$ cat config.mk
export PLATFORM = sky130hd
export DESIGN_NAME = ppu_pixel_capture_flat
export DESIGN_NICKNAME = d
export VERILOG_FILES = /design/src/rtl/ppu_pixel_capture_if.sv /design/src/rtl/ppu_pixel_capture.sv /design/src/flat_wrapper.sv
export SDC_FILE = /design/constraint.sdc
export NUM_CORES = 1
export LEC_CHECK = 0
export BUFFER_PORTS_ARGS = -buffer_cell sky130_fd_sc_hd__buf_4
export CORE_MARGIN = 2
export CORE_UTILIZATION = 30
export DETAILED_ROUTE_END_ITERATION = 12
export SYNTH_ARGS = -nofsm -noshare
export SYNTH_HDL_FRONTEND = slang
export SYNTH_SLANG_ARGS = --single-unit
$ cat constraint.sdc
create_clock -name clk_ppu -period 6.9 [get_ports clk_ppu]
set_input_delay 0.345 -clock clk_ppu [delete_from_list [all_inputs] [get_ports clk_ppu]]
set_output_delay 0.345 -clock clk_ppu [all_outputs]
set_load 0.1 [all_outputs]
$ cat src/rtl/ppu_pixel_capture_if.sv
// Framebuffer write port of the PPU pixel capture block.
//   wr_valid : a write is presented (master -> slave)
//   wr_ready : the framebuffer accepts the write (slave -> master)
//   wr_addr  : linear framebuffer address, scanline*256 + dot
//   wr_data  : 6-bit palette index
interface ppu_pixel_capture_if;
  logic        wr_valid;
  logic        wr_ready;
  logic [15:0] wr_addr;
  logic [5:0]  wr_data;

  modport master (output wr_valid, output wr_addr, output wr_data, input wr_ready);
  modport slave  (input wr_valid, input wr_addr, input wr_data, output wr_ready);
endinterface

$ cat src/rtl/ppu_pixel_capture.sv
// Consumer end of the PPU pixel stream. Samples video/scanline/cycle every
// clk_ppu, keeps only visible pixels and turns each one into a framebuffer
// write that is buffered in a small FIFO so memory stalls are absorbed.
//
// Ports:
//   clk_ppu    : PPU clock, all logic on the rising edge
//   resetn     : asynchronous active-low reset
//   video      : palette index of the current dot
//   scanline   : 0-261, visible rows 0-239
//   cycle      : 0-340, visible dots 1-256
//   wr         : framebuffer write port (master side of ppu_pixel_capture_if)
//   frame_done : one-cycle pulse when a frame's capture window closes
//   frame_ok   : 1 if the last closed frame was written without a drop
//   busy       : write FIFO not empty
//
// Build option: define PPU_CAPTURE_CROP_EN to skip rows 0-7 and 232-239.
//
// state     | meaning
// ----------+-----------------------------------------------------------
// WAIT_SYNC | after reset; nothing pushed until a frame start is seen
// RUN       | every visible pixel is pushed into the write FIFO
// DROP      | a pixel was lost this frame; nothing pushed until next start
module ppu_pixel_capture #(
  parameter int FIFO_DEPTH = 16  // power of two, >= 4
) (
  input  logic                clk_ppu,
  input  logic                resetn,
  input  logic [5:0]          video,
  input  logic [8:0]          scanline,
  input  logic [8:0]          cycle,
  ppu_pixel_capture_if.master wr,
  output logic                frame_done,
  output logic                frame_ok,
  output logic                busy
);

  localparam int AW = $clog2(FIFO_DEPTH);
  localparam int CW = AW + 1;

  typedef enum logic [1:0] {
    WAIT_SYNC = 2'd0,
    RUN       = 2'd1,
    DROP      = 2'd2
  } state_t;

  state_t state_q, state_d;
  logic   err_q, err_d;
  logic   frame_ok_q;

  // Input stage. s1_vld keeps the reset value of S1 from looking like a
  // genuine (0,0) frame start on the first edge after reset.
  logic       s1_vld;
  logic [5:0] v1;
  logic [8:0] sl1, cy1;

  always_ff @(posedge clk_ppu or negedge resetn) begin
    if (!resetn) begin
      s1_vld <= 1'b0;
      v1     <= '0;
      sl1    <= '0;
      cy1    <= '0;
    end else begin
      s1_vld <= 1'b1;
      v1     <= video;
      sl1    <= scanline;
      cy1    <= cycle;
    end
  end

  logic        frame_start, window_end, row_ok, col_ok, visible;
  logic [15:0] pix_addr;

  assign frame_start = s1_vld && (sl1 == 9'd0)   && (cy1 == 9'd0);
  assign window_end  = s1_vld && (sl1 == 9'd240) && (cy1 == 9'd0);

`ifdef PPU_CAPTURE_CROP_EN
  assign row_ok = (sl1 >= 9'd8) && (sl1 <= 9'd231);
`else
  assign row_ok = (sl1 <= 9'd239);
`endif
  assign col_ok  = (cy1 >= 9'd1) && (cy1 <= 9'd256);
  assign visible = s1_vld && row_ok && col_ok;

  // Visible rows fit in 8 bits and cycle-1 in 0..255, so the address is a
  // plain concatenation; cycle 256 wraps to 0 in 8 bits and -1 gives 255.
  assign pix_addr = {sl1[7:0], cy1[7:0] - 8'd1};

  // FIFO
  logic [21:0]   mem [FIFO_DEPTH];
  logic [AW-1:0] wr_ptr, rd_ptr;
  logic [CW-1:0] count;
  logic          full, pop, push, drop;
  logic [21:0]   head;

  assign full = (count == CW'(FIFO_DEPTH));
  assign pop  = wr.wr_valid && wr.wr_ready;

  always_comb begin
    state_d    = state_q;
    err_d      = err_q;
    push       = 1'b0;
    drop       = 1'b0;
    frame_done = 1'b0;
    case (state_q)
      WAIT_SYNC: if (frame_start) state_d = RUN;
      RUN: begin
        if (visible) begin
          // a pop in the same cycle frees a slot even when full
          if (!full || pop) begin
            push = 1'b1;
          end else begin
            drop    = 1'b1;
            err_d   = 1'b1;
            state_d = DROP;
          end
        end
      end
      DROP:      if (frame_start) state_d = RUN;
      default:   state_d = WAIT_SYNC;
    endcase
    if (frame_start) err_d = 1'b0;
    if (window_end && (state_q != WAIT_SYNC)) frame_done = 1'b1;
  end

  // frame_ok shows the fresh result during the frame_done cycle and holds it
  // afterwards, so both change on the edge that registers the window end.
  assign frame_ok = frame_done ? ~err_q : frame_ok_q;

  always_ff @(posedge clk_ppu or negedge resetn) begin
    if (!resetn) begin
      state_q    <= WAIT_SYNC;
      err_q      <= 1'b0;
      frame_ok_q <= 1'b0;
    end else begin
      state_q    <= state_d;
      err_q      <= err_d;
      frame_ok_q <= frame_ok;
    end
  end

  always_ff @(posedge clk_ppu) begin
    if (push) mem[wr_ptr] <= {pix_addr, v1};
  end

  always_ff @(posedge clk_ppu or negedge resetn) begin
    if (!resetn) begin
      wr_ptr <= '0;
      rd_ptr <= '0;
      count  <= '0;
    end else begin
      if (push) wr_ptr <= wr_ptr + AW'(1);
      if (pop)  rd_ptr <= rd_ptr + AW'(1);
      case ({push, pop})
        2'b10:   count <= count + CW'(1);
        2'b01:   count <= count - CW'(1);
        default: count <= count;
      endcase
    end
  end

  // Head is forced to zero while empty so the port reads 0 out of reset.
  assign head        = mem[rd_ptr];
  assign wr.wr_valid = (count != '0);
  assign wr.wr_addr  = wr.wr_valid ? head[21:6] : '0;
  assign wr.wr_data  = wr.wr_valid ? head[5:0]  : '0;
  assign busy        = wr.wr_valid;

endmodule
$ cat src/flat_wrapper.sv
// flat-port wrapper written by rule: the top's interface ports become plain ports
module ppu_pixel_capture_flat 
#(
  parameter int FIFO_DEPTH = 16                       
)
  (clk_ppu, resetn, video, scanline, cycle, frame_done, frame_ok, busy, wr_wr_valid, wr_wr_addr, wr_wr_data, wr_wr_ready);
  ppu_pixel_capture_if wr_i ();
  input  logic clk_ppu;
  input  logic resetn;
  input  logic [5:0] video;
  input  logic [8:0] scanline;
  input  logic [8:0] cycle;
  output logic frame_done;
  output logic frame_ok;
  output logic busy;
  output wire logic [$bits(wr_i.wr_valid)-1:0] wr_wr_valid;
  output wire logic [$bits(wr_i.wr_addr)-1:0] wr_wr_addr;
  output wire logic [$bits(wr_i.wr_data)-1:0] wr_wr_data;
  input wire logic [$bits(wr_i.wr_ready)-1:0] wr_wr_ready;
  assign wr_wr_valid = wr_i.wr_valid;
  assign wr_wr_addr = wr_i.wr_addr;
  assign wr_wr_data = wr_i.wr_data;
  assign wr_i.wr_ready = wr_wr_ready;
  ppu_pixel_capture #(.FIFO_DEPTH(FIFO_DEPTH)) u_core (.clk_ppu(clk_ppu), .resetn(resetn), .video(video), .scanline(scanline), .cycle(cycle), .wr(wr_i), .frame_done(frame_done), .frame_ok(frame_ok), .busy(busy));
endmodule
== Word-level counts from Yosys, hierarchy flattened ==
Memories as Yosys holds them, arrays and structs flattened.
Index checks and enable logic that the tools add are counted.
Word-level totals
  bits in registers: 42
  memory bits (writable): 352
  output and inout port bits: 26
  memories: 1
Memories
  u_core.mem: words 16, width 22, read ports 1, clocked after Yosys merged registers in 0, wr ports 1, line ppu_pixel_capture.sv:89  | logic [21:0] mem [FIFO_DEPTH];
Operators by class
  add/subtract/negate cells: 5
  order comparisons: 3
  eq/ne operators: 10
  mux-type cells: 18
  bitwise gates (word level): 1
  reductions and logical operators: 22
Operators by type and width (count)
  $logic_not A9 Y1: 2
  $mux W16: 1
  $mux W1: 11
  $pmux W5 S2: 1
  $eq A9 B8 Y1 const B: 1
  $ge A9 B1 Y1 const B: 1
  $le A9 B8 Y1 const B: 1
  $le A9 B9 Y1 const B: 1
  $logic_and A1 B1 Y1: 9
  $add A4 B1 Y4 const B: 2
  $reduce_bool A2 Y1: 4
  $sub A8 B1 Y8 const B: 1
  $mux W2: 3
  $mux W6: 1
  $ne A2 B1 Y1 const B: 3
  $reduce_and A3 Y1: 2
  $add A5 B1 Y5 const B: 1
  $eq A5 B5 Y1 const B: 1
  $reduce_bool A5 Y1: 1
  $sub A5 B1 Y5 const B: 1
  $eq A2 B1 Y1 const B: 2
  $eq A2 B2 Y1 const B: 2
  $pmux W2 S2: 1
  $logic_not A2 Y1: 1
  5 further kinds: 5

== Depth between registers and ports, before layout ==
Gate-level depths: netlist of run 1.
  word-level depth: 8
  depth in mapped cells: 15
  depth with buffers taken out: 13

== Worst setup path before layout of run 1 ==
OpenSTA, ideal clock, no wires.
  kind: reg2out
  start: register u_core.cy1[0]
  end: output port frame_ok
  arrival: 4.173 ns
  path slack: 2.382 ns
  cell stages (with the launch flop): 7
  path through: dfrtp_1 inv_1 ha_1 nor3b_1 nand4_1 nor3_1 mux2_2
On the way
  longest elaborated chain between the ends: 5
RTL lines
  start: declaration: line ppu_pixel_capture.sv:54  | logic [8:0] sl1, cy1;
  start signal: assignment: line ppu_pixel_capture.sv:66  | cy1 <= cycle;
  $logic_not A9 Y1: line ppu_pixel_capture.sv:74  | assign window_end = s1_vld && (sl1 == 9'd240) && (cy1 == 9'd0);
  $logic_and A1 B1 Y1: line ppu_pixel_capture.sv:74
  $logic_and A1 B1 Y1: line ppu_pixel_capture.sv:122  | if (window_end && (state_q != WAIT_SYNC)) frame_done = 1'b1;
  $mux W1: line ppu_pixel_capture.sv:122
  named net frame_done: line flat_wrapper.sv:13  | output logic frame_done;
  $mux W1: line ppu_pixel_capture.sv:127  | assign frame_ok = frame_done ? ~err_q : frame_ok_q;
  end: declaration: line flat_wrapper.sv:14  | output logic frame_ok;
The timed path passes the listed nets, and every way through them passes these cells.

== Final worst setup path of run 1 ==
  start: register u_core.cy1[0]
  end: register u_core.count[4]
On the way
  longest elaborated chain between the ends: 7
  elaborated cells on any way between the ends: 10
  those cells by class: order compare: 2; eq/ne: 2; mux: 3; reduce/logical: 3
RTL lines
  $ge A9 B1 Y1 or $le A9 B9 Y1 (tied branches): line ppu_pixel_capture.sv:81  | assign col_ok = (cy1 >= 9'd1) && (cy1 <= 9'd256);
  $logic_and A1 B1 Y1 (*): line ppu_pixel_capture.sv:81
  $logic_and A1 B1 Y1 (*): line ppu_pixel_capture.sv:82  | assign visible = s1_vld && row_ok && col_ok;
  $mux W1 (*): line ppu_pixel_capture.sv:107  | if (visible) begin
  $mux W1 (*): line ppu_pixel_capture.sv:104  | case (state_q)
  $eq A2 B1 Y1 or $eq A2 B2 Y1 (tied branches): line ppu_pixel_capture.sv:153  | case ({push, pop})
  $pmux W5 S2 or $reduce_bool A2 Y1 (tied branches)
  end signal: assignment: line ppu_pixel_capture.sv:154  | 2'b10: count <= count + CW'(1);
  end signal: assignment: line ppu_pixel_capture.sv:155  | 2'b01: count <= count - CW'(1);
  end signal: assignment: line ppu_pixel_capture.sv:156  | default: count <= count;
  end: declaration: line ppu_pixel_capture.sv:91  | logic [CW-1:0] count;
Every way passes the cells marked *; elsewhere a longest branch is shown, timed or not.
A chain may end at the register's enable or synchronous reset.

==> flow_summary.toml, run 1 <==
[clock_tree]
cts.sinks = 394
clkSlewWorstSetupHoldPaths_ns = 0.06
htreeDepth = 2
clock_path_buffers = 3
cts-root-buf = "clkbuf_16"
cts_tree = "yes"
clk_latency_ns = 0.54
post_cts_buffers = 0
cts_made_buffers = 42

[yosys]
yosysWarnings = 0
synth_xor_area_share_pct = 1.04
async_flop_share_pct = 10.7
synth_seq_cells = 394
postSynthCellCount = 707
synth_top_family_by_area = "multiplexers"
synthesis.area_mm2 = 0.0152
synthTopCellsByArea = "edfxtp_1, mux4_2, dfrtp_1"
syn_avg_cell_area_um2 = 21.5
synthFlopType = "edfxtp_1"
synth_edf_count = 352
synth.distinct_cells = 48
synth_top_area_share_pct = 69.5
yosys.area_share.simple_pct = 2.28
synthMuxAreaShare_pct = 16.2
synth_fa_ha_area_share_pct = 0.987
ys_seq_area_share_pct = 76.4
yosysTopAreaCell = "edfxtp_1"
syn-num-nets = 746
synth_compound_area_share_pct = 1.74

[detailed_routing]
routed_wirelength_um = 34100
ant_nets = 0
vias = 7309
routedWlPerCell_um = 22.4
drt_first_iter_violations = 694
drc = 0
drt-pass1-iter-count = 5
vias_per_cell = 4.81

[critical_path]
crit_chain = "inv_1, ha_1, nor3b_1, nand3_1, a211oi_1, buf_4, inv_1, ha_1, xor2_1, ha_1, o211a_1, o31ai_1, a31oi_1, xor2_1"
cp-end-kind = "flop"
rr_startpoint = "u_core.cy1[0]"
path_delay_family = "compound AO/OA/AOI/OAI gates"
r2r_setup_slack_ns = 3.12
rr_worst_depth = 14
max_stage_delay_ns = 0.40
required_ns = 7.31
critPathSlowestCell = "dfrtp_1"
path_common_cell = "ha_1"
worstSetupStartpointType = "flop"
timing.rr.end = "u_core.count[4]"
critical_path_buf_inv_count = 3
crit_type = "flop to flop"
arrival_ns = 4.19
cp_max_fo = 20

[timing]
fin_crit_sh_pct = 54.7
fin_crit_ns = 3.78
max_freq_ghz = 0.265
slew_viol_final = 0
hold_viol = 0
worst_clock_skew_ns = 0.0125
max_slew.worst_pin.slew_ns = 1.26
slew_headroom_pct = 15.2
fin_setup_tns_ns = 0
rsz0062_at_grt = "no"
holdWs_ns = 0.197
setup_viol = 0

[placement]
hpwl_um = 18200
routabilityCongestion = 0.716
numPortBuffers = 52

[floorplan]
die-height_um = 229
pin_count = 53
start_util_pct = 30.4
die_area_mm2 = 0.0525
die_x_um = 229
core_mm2 = 0.0501
num_rows = 82

[power]
clkPwrFrac_pct = 28.5
swShare_pct = 36.9
power.switching_uw = 2850
p_total_uw = 7730
p_int_uw = 4880
vdd_drop_max_v = 0.000272
leakagePower_uw = 0.00607
seqPwrFrac_pct = 37.6
comb_power_share_pct = 33.8
p_per_area_mw_per_mm2 = 428

[final_layout]
num_antenna_cells = 0
drive_gt1_share_pct = 28.9
fin_nets = 854
syn_to_final_growth_pct = 18.8

[global_route]
grt_pass1_vias = 7459
grt_max_degree = 48
antenna_found_initial = 0
grt_pass1_wl_um = 50000
overflow = 0
track_usage_pct = 13.0

[min_path]
whs_endpoint = "u_core.rd_ptr[0]"
hold_start = "wr_wr_ready"
hold_path_class = "input pin to flop"
min_path_cells = 3

[status]
status = "finished clean"

[job]
drv_cap = 0
## cell type report
type	instances	area (µm²)
tap	672	841
inverter	10	37.5
clock buffer	47	1070
multi-input combinational	266	3390
fill	4685	32000
clock inverter	31	289
timing repair buffer	101	821
sequential	394	11600
## cell usage after synthesis (5+ instances only)
master and n:
xnor2_1 9, o22ai_1 23, ha_1 12, nor2_1 6, inv_1 10, nand2_1 10, mux2i_1 44, nor3_1 5
clkbuf_1 19, and3_1 14, mux4_2 88, buf_2 13, o21ai_0 5, dfrtp_1 42, edfxtp_1 352, xor2_1 9
## power groups by stage
stage          combinational [µW]  clock [µW]  sequential, µW
2_1_floorplan                2220           0            2790
3_3_place_gp                 2640           0            2960
3_5_place_dp                 2650           0            2960
4_1_cts                      2660        2260            2910
5_1_grt                      2760        2350            2930
6_report                     2620        2210            2910
## sequential cells by signal (all words and copies together), names as in the netlist
name,count
u_core.rd_ptr,4
u_core.cy1,9
u_core.mem,352
u_core.frame_ok_q,1
u_core.v1,6
u_core.state_q,2
u_core.err_q,1
u_core.sl1,9
u_core.count,5
u_core.wr_ptr,4
u_core.s1_vld,1
## per-stage QoR
step / worst slack, ns / cell area, µm² / instances / util [%]
finish: 3.12 / 18100 / 1521 / 36.1
global route: 2.83 / 18100 / 1521 / 36.1
CTS: 3.11 / 18100 / 1521 / 36.1
detailed placement: 3.10 / 16500 / 1418 / 32.9
global placement: 3.29 / 16500 / 1418 / 32.9
floorplan: 2.38 / 15200 / 707 / -
## routing by layer
metal	up-vias	wire [µm]	GRT usage, %
met5	-	0	0
met4	0	918	4.18
met3	63	1570	2.07
met2	202	16100	20.5
met1	3903	15500	18.6
li1	3141	-	-
## cells in the final DEF (no fill, tap or decap), types with 9 or more instances in the layout
cell type / Yosys / routed
ha_1: 12 / 12
dfrtp_1: 42 / 39
dlygate4sd3_1: 0 / 25
edfxtp_1: 352 / 352
and3_1: 14 / 14
o22ai_1: 23 / 23
clkbuf_16: 0 / 42
xnor2_1: 9 / 9
clkinv_2: 0 / 13
mux4_2: 88 / 88
xor2_1: 9 / 9
mux2i_1: 44 / 44
inv_1: 10 / 10
buf_4: 1 / 76
nand2_1: 10 / 10
## worst min-delay path, delay by kind of cell
kind | cells | cell delay (ns)
xor+xnor | 1 | 0.07
simple gates | 1 | 0.18
buf+inv | 1 | 0.09
## worst max-delay path by stage
stage / start / to / slack (ns) / cells past startpoint
after floorplan: u_core.cy1[0] / frame_ok / 2.38 / 6
after global placement: u_core.cy1[0] / u_core.count[4] / 3.29 / 14
after detailed placement: u_core.cy1[0] / u_core.count[4] / 3.10 / 14
after CTS: u_core.cy1[0] / u_core.count[4] / 3.11 / 14
after global routing: u_core.cy1[0] / u_core.count[4] / 2.83 / 14
final: u_core.cy1[0] / u_core.count[4] / 3.12 / 14
## timing repair
item / CTS / global route
resized for setup: 0 / 0
endpoints found under the hold margin: 66 / 0
hold buffers: 25 / 0
## cell families (layout without fill, tap and decap cells)
kind of cell | count (synthesis) | count (layout)
XOR/XNOR | 18 | 18
AO/OA/AOI/OAI | 41 | 41
flip-flops | 394 | 394
other | 1 | 1
multiplexers | 135 | 135
AND/OR/NAND/NOR | 59 | 59
buffers and inverters | 47 | 189
adder cells (fa/ha/maj) | 12 | 12
(Power assumes the default switching activity.)
==> run 2, diff against run 1 <==
--- a/config.mk
+++ b/config.mk
@@ -5,6 +5,7 @@
 export SDC_FILE = /design/constraint.sdc
 export NUM_CORES = 1
 export LEC_CHECK = 0
+export ABC_AREA = 1
 export BUFFER_PORTS_ARGS = -buffer_cell sky130_fd_sc_hd__buf_4
 export CORE_MARGIN = 2
 export CORE_UTILIZATION = 30
==> constraint.sdc (replaced) <==
create_clock -name clk_ppu -period 3.8 [get_ports clk_ppu]
set_input_delay 0.19 -clock clk_ppu [delete_from_list [all_inputs] [get_ports clk_ppu]]
set_output_delay 0.19 -clock clk_ppu [all_outputs]
set_load 0.1 [all_outputs]
==> run 2 against run 1 <==
Flip-flop and latch count unchanged. Sequential power increased by 77%. Routed wire length increased by 18%. Register-to-register slack got worse by 2.2 ns. Clock-buffer cell count increased by 8. First-iteration DRC count increased by 34%. Critical path type is now flop to primary output. Combinational power increased by 140%. Setup slack got worse by 2.7 ns. Cell count increased by 41%. Power increased by 95%. Largest power group is now combinational cells. Critical endpoint is now wr_wr_addr[2].
==> flow_summary.toml, run 2 <==
[job]
drv_cap = 0

[power]
swShare_pct = 43.3
power.switching_uw = 6530
clkPwrFrac_pct = 24.6
seqPwrFrac_pct = 34.2
vdd_drop_max_v = 0.000671
p_per_area_mw_per_mm2 = 802
p_int_uw = 8540
leakagePower_uw = 0.00687
comb_power_share_pct = 41.2

[critical_path]
crit_type = "flop to primary output"
rr_worst_depth = 17
required_ns = 3.61
cp_max_fo = 140
worstSetupStartpointType = "flop"
arrival_ns = 3.18
cp-end-kind = "primary output"

[detailed_routing]
routedWlPerCell_um = 18.8
drc = 0
drt_first_iter_violations = 933
vias = 10200
vias_per_cell = 4.77
ant_nets = 0
drt-pass1-iter-count = 7
routed_wirelength_um = 40200

[clock_tree]
clk_latency_ns = 0.55
cts_made_buffers = 39
clkSlewWorstSetupHoldPaths_ns = 0.06
cts.sinks = 394
cts_tree = "yes"
htreeDepth = 2
clock_path_buffers = 3
post_cts_buffers = 0
cts-root-buf = "clkbuf_16"

[timing]
rsz0062_at_grt = "no"
fin_setup_tns_ns = 0
max_slew.worst_pin.slew_ns = 1.18
slew_viol_final = 0
setup_viol = 0
hold_viol = 0
final.setup.worst_slack_ns = 0.432
fin_crit_ns = 3.37
fin_crit_sh_pct = 88.6
max_freq_ghz = 0.297
worst_clock_skew_ns = 0.0270
slew_headroom_pct = 21.0

[final_layout]
largest_reg_flops = 352
num_antenna_cells = 0
final_cell_mix = "nand2_1, edfxtp_1, nand3_1, buf_4, a21oi_1"
layout.cells.non_filler = 2139
top_register = "u_core.mem"
reg_top3 = "u_core.mem (352), u_core.cy1 (9), u_core.sl1 (9)"
syn_to_final_growth_pct = 16.9
fin_nets = 1459
final_common_cell = "nand2_1"
drive_gt1_share_pct = 12.4

[floorplan]
pin_count = 53
die-height_um = 235
num_rows = 84
core_mm2 = 0.0528
die_x_um = 235
start_util_pct = 30.4
die_area_mm2 = 0.0554

[placement]
dpl_worst_slack_ns = 0.910
hpwl_um = 22100
routabilityCongestion = 0.796
numPortBuffers = 52
dp_cells = 2041

[yosys]
synthTopCellsByArea = "edfxtp_1, nand2_1, nand3_1"
synth_xor_area_share_pct = 0.873
synth_fa_ha_area_share_pct = 0.935
synth_edf_count = 352
synth_top_area_share_pct = 65.8
ys_seq_area_share_pct = 72.4
yosysTopAreaCell = "edfxtp_1"
synth_seq_cells = 394
synth_compound_area_share_pct = 2.77
synthFlopType = "edfxtp_1"
synthesis.area_mm2 = 0.0161
synthMuxAreaShare_pct = 0
synth.distinct_cells = 29
yosys.area_share.simple_pct = 19.7
synth_common_cells = "nand2_1, edfxtp_1, nand3_1"
synth.most_common_cell = "nand2_1"
postSynthCellCount = 1342
syn-num-nets = 1381
yosysWarnings = 0
async_flop_share_pct = 10.7
synth_top_family_by_area = "simple AND/OR/NAND/NOR gates"
syn_avg_cell_area_um2 = 12.0

[global_route]
grt_pass1_wl_um = 62700
overflow = 0
grt_max_degree = 141
antenna_found_initial = 0
grt_pass1_vias = 10200
track_usage_pct = 14.6

[status]
status = "finished clean"

[min_path]
hold_path_class = "input pin to async pin"
==> run 2: repair_timing <==
item | in CTS | in global routing
resized for setup | 0 | 0
hold buffers | 26 | 0
hold endpoints to repair | 67 | 0
==> run 2: final timing paths <==
kind                              startpoint           endpoint  slack [ns]
max                         u_core.rd_ptr[0]      wr_wr_addr[2]        0.43
min                                   resetn      u_core.sl1[3]        0.20
max reg2reg                    u_core.cy1[0]    u_core.count[4]        0.88
min reg2reg                u_core.state_q[1]  u_core.state_q[1]        0.50
max in group asynchronous             resetn   u_core.rd_ptr[0]        3.11
min in group clk_ppu             scanline[3]      u_core.sl1[3]        0.30
==> run 2: cell type report <==
| class | count | area (µm²) |
|---|---|---|
| Tap cell | 688 | 861 |
| Fill cell | 5145 | 34000 |
| Timing Repair Buffer | 113 | 976 |
| Sequential cell | 394 | 11600 |
| Multi-Input combinational cell | 840 | 3960 |
| Clock buffer | 55 | 1110 |
| Clock inverter | 17 | 128 |
| Inverter | 32 | 123 |
==> run 2: cell families (layout without fill, tap and decap cells) <==
group	after synthesis	count (layout)
buf+inv	108	217
flops	394	394
fa+ha+maj	12	12
other cells	1	1
xor+xnor	16	16
compound gates	77	77
simple gates	734	734
==> run 2: layer usage <==
metal / global-route usage (%) / routed length, µm / share of wire [%]
met1: 18.9 / 17200 / 43
met2: 25.4 / 20200 / 50
met3: 2.11 / 1950 / 4.8
met4: 4.21 / 897 / 2.2
met5: 0 / 0 / 0
==> run 2: worst max-delay path, stage by stage (launching register included) <==
cell and delay (ns):
dfrtp_4 0.73, buf_12 0.47, nand2_1 0.13, nand3_1 0.15, nand3_1 0.12, a21oi_1 0.36, o21a_1 0.19, buf_4 0.30
==> run 2: power groups by stage <==
| stage | sequential [µW] | combinational, µW | clock [µW] |
|---|---|---|---|
| floorplan | 5070 | 4850 | 0 |
| global placement | 5240 | 6210 | 0 |
| detailed placement | 5240 | 6240 | 0 |
| CTS | 5150 | 6280 | 3780 |
| global route | 5180 | 6700 | 3940 |
| finish | 5150 | 6210 | 3700 |
==> run 2: stage by stage <==
step	utilization, %	area [µm²]	power [µW]	hold WS, ns
2_1_floorplan	-	16100	9910	-0.106
6_report	35.6	18800	15100	0.197
3_5_place_dp	32.8	17300	11500	0.245
3_3_place_gp	32.8	17300	11400	0.245
4_1_cts	35.6	18800	15200	0.201
5_1_grt	35.6	18800	15800	0.240
==> run 3, diff against run 2 <==
--- a/config.mk
+++ b/config.mk
@@ -5,7 +5,6 @@
 export SDC_FILE = /design/constraint.sdc
 export NUM_CORES = 1
 export LEC_CHECK = 0
-export ABC_AREA = 1
 export BUFFER_PORTS_ARGS = -buffer_cell sky130_fd_sc_hd__buf_4
 export CORE_MARGIN = 2
 export CORE_UTILIZATION = 30
==> run 3 against run 2 <==
Combinational power shrank 21%. Via count shrank 29%. Fmax rose by 6.1%. Sequential share of layout area increased by 1.9 points. Setup slack improved by 0.19 ns. Critical path type unchanged.
==> flow_summary.toml, run 3 (synthesized netlist as in run 1, its figures left out) <==
[global_route]
met3_usage_pct = 2.47
grtUsageMet1_pct = 18.2
grt_pass1_wl_um = 50000
grt_most_used_layer = "met2"
overflow = 0
antenna_found_initial = 2
track_usage_pct = 12.9
grt_max_degree = 43
met2_usage_pct = 21.0
grt_pass1_vias = 7585

[clock_tree]
cts-root-buf = "clkbuf_16"
cts_tree = "yes"
post_cts_buffers = 0
clk_latency_ns = 0.54
cts_made_buffers = 41
clkSlewWorstSetupHoldPaths_ns = 0.06
clock_path_buffers = 3
cts.sinks = 394
htreeDepth = 2

[critical_path]
path_common_cell = "buf_4"
r2r_setup_slack_ns = 0.73
rr_startpoint = "u_core.cy1[4]"
critPathSlowestCell = "or4_4"
max_stage_delay_ns = 0.56
path_delay_family = "simple AND/OR/NAND/NOR gates"
worstSetupStartpointType = "flop"
required_ns = 3.61
cp_max_fo = 22
critical_path_buf_inv_count = 2
crit_chain = "or4_4, or2_4, or2b_1, buf_4, o22ai_1, buf_4"
arrival_ns = 2.98
timing.rr.end = "u_core.count[4]"
crit_type = "flop to primary output"
cp-end-kind = "primary output"
rr_worst_depth = 11

[detailed_routing]
drt_first_iter_violations = 626
vias = 7226
drt-pass1-iter-count = 4
drc = 0
ant_nets = 0
routed_wirelength_um = 33700
routedWlPerCell_um = 21.9
vias_per_cell = 4.70

[timing]
rsz0062_at_grt = "no"
slew_headroom_pct = 11.1
setup_viol = 0
slew_viol_final = 0
max_slew.worst_pin.slew_ns = 1.32
fin_crit_ns = 3.17
worst_clock_skew_ns = 0.0154
hold_viol = 0
fin_crit_sh_pct = 83.5
max_freq_ghz = 0.315
fin_setup_tns_ns = 0

[final_layout]
final_cell_mix = "edfxtp_1, mux4_2, buf_4, mux2i_1, clkbuf_16"
finish.utilization_pct = 36.4
syn_to_final_growth_pct = 19.7
largest_reg_flops = 352
drive_gt1_share_pct = 28.8
top_register = "u_core.mem"
fin_nets = 872
fillers = 4659
final_common_cell = "edfxtp_1"
num_antenna_cells = 0
reg_top3 = "u_core.mem (352), u_core.cy1 (9), u_core.sl1 (9)"
fin_area_mm2 = 0.0182

[floorplan]
num_rows = 82
die-height_um = 229
pin_count = 53
die_x_um = 229
die_area_mm2 = 0.0525
start_util_pct = 30.4
core_mm2 = 0.0501

[power]
p_total_uw = 13900
p_per_area_mw_per_mm2 = 764
leakagePower_uw = 0.00614
vdd_drop_max_v = 0.000467

[placement]
hpwl_um = 20100
numPortBuffers = 52
place_area_mm2 = 0.0167
routabilityCongestion = 0.726

[min_path]
whs_endpoint = "u_core.rd_ptr[0]"
hold_start = "wr_wr_ready"
hold_path_class = "input pin to flop"
min_path_cells = 3

[status]
status = "finished clean"

[job]
drv_cap = 0
[run 3: cell types whose count changed in the layout (fill, tap and decap cells not counted), moves of 7 or more]
cell,delta
o22ai_1,+23
mux4_2,+88
nand3_1,-272
o21a_1,-22
mux2i_1,+44
inv_1,-19
and3_1,+14
a21oi_1,-42
nor2_2,-19
nand2_1,-399
nor2_1,-13
clkinv_1,+7
[run 3: metal layers]
layer,part of all wire (%),up-vias
met1,46,3850
met4,1.6,0
met2,47,163
met5,0,-
met3,4.9,43
li1,-,3170
[run 3: layout make-up]
class | count | area (µm²) | area share [%]
clock buffers | 55 | 1090 | 5.98
clock inverters | 20 | 171 | 0.941
inverters | 10 | 37.5 | 0.206
multi-input cells | 266 | 3400 | 18.6
flip-flops and latches | 394 | 11600 | 63.8
well taps | 672 | 841 | 4.62
repair buffers | 120 | 1050 | 5.77
[run 3: stage by stage]
stage	hold slack (ns)	setup WS, ns	instances
detailed placement	0.279	0.706	1437
finish	0.0329	0.627	1537
CTS	0.0190	0.619	1537
global placement	0.276	0.810	1437
global route	0.0473	0.485	1537
floorplan	-0.106	0.0260	707
[run 3: worst max path at each step]
stage | startpoint | end | slack [ns] | depth (start not counted)
after floorplan | u_core.cy1[0] | u_core.mem[7][0] | 0.03 | 8
after global placement | u_core.cy1[4] | u_core.count[4] | 0.81 | 11
after detailed placement | u_core.cy1[4] | u_core.count[4] | 0.71 | 11
after CTS | u_core.count[1] | wr_wr_addr[9] | 0.62 | 6
after global routing | u_core.cy1[1] | u_core.count[4] | 0.49 | 13
final | u_core.count[1] | wr_wr_addr[9] | 0.63 | 6
[run 3: timing repair]
| item | in CTS | in global routing |
|---|---|---|
| hold buffers | 25 | 0 |
| resized for setup | 0 | 0 |
| hold endpoints to repair | 66 | 0 |
[run 3: tightest hold or removal path, delay by kind of cell]
family                    cells  cell delay, ns
and+or+nand+nor               1            0.18
buffers and inverters         1            0.09
xor gates and xnor gates      1            0.07
[run 3: report_power, final]
group	leakage [µW]	switching [µW]	internal, µW
clock network	0.000609	1600	2160
registers	0.00366	342	4900
logic	0.00187	3190	1720
total	0.00614	5140	8780
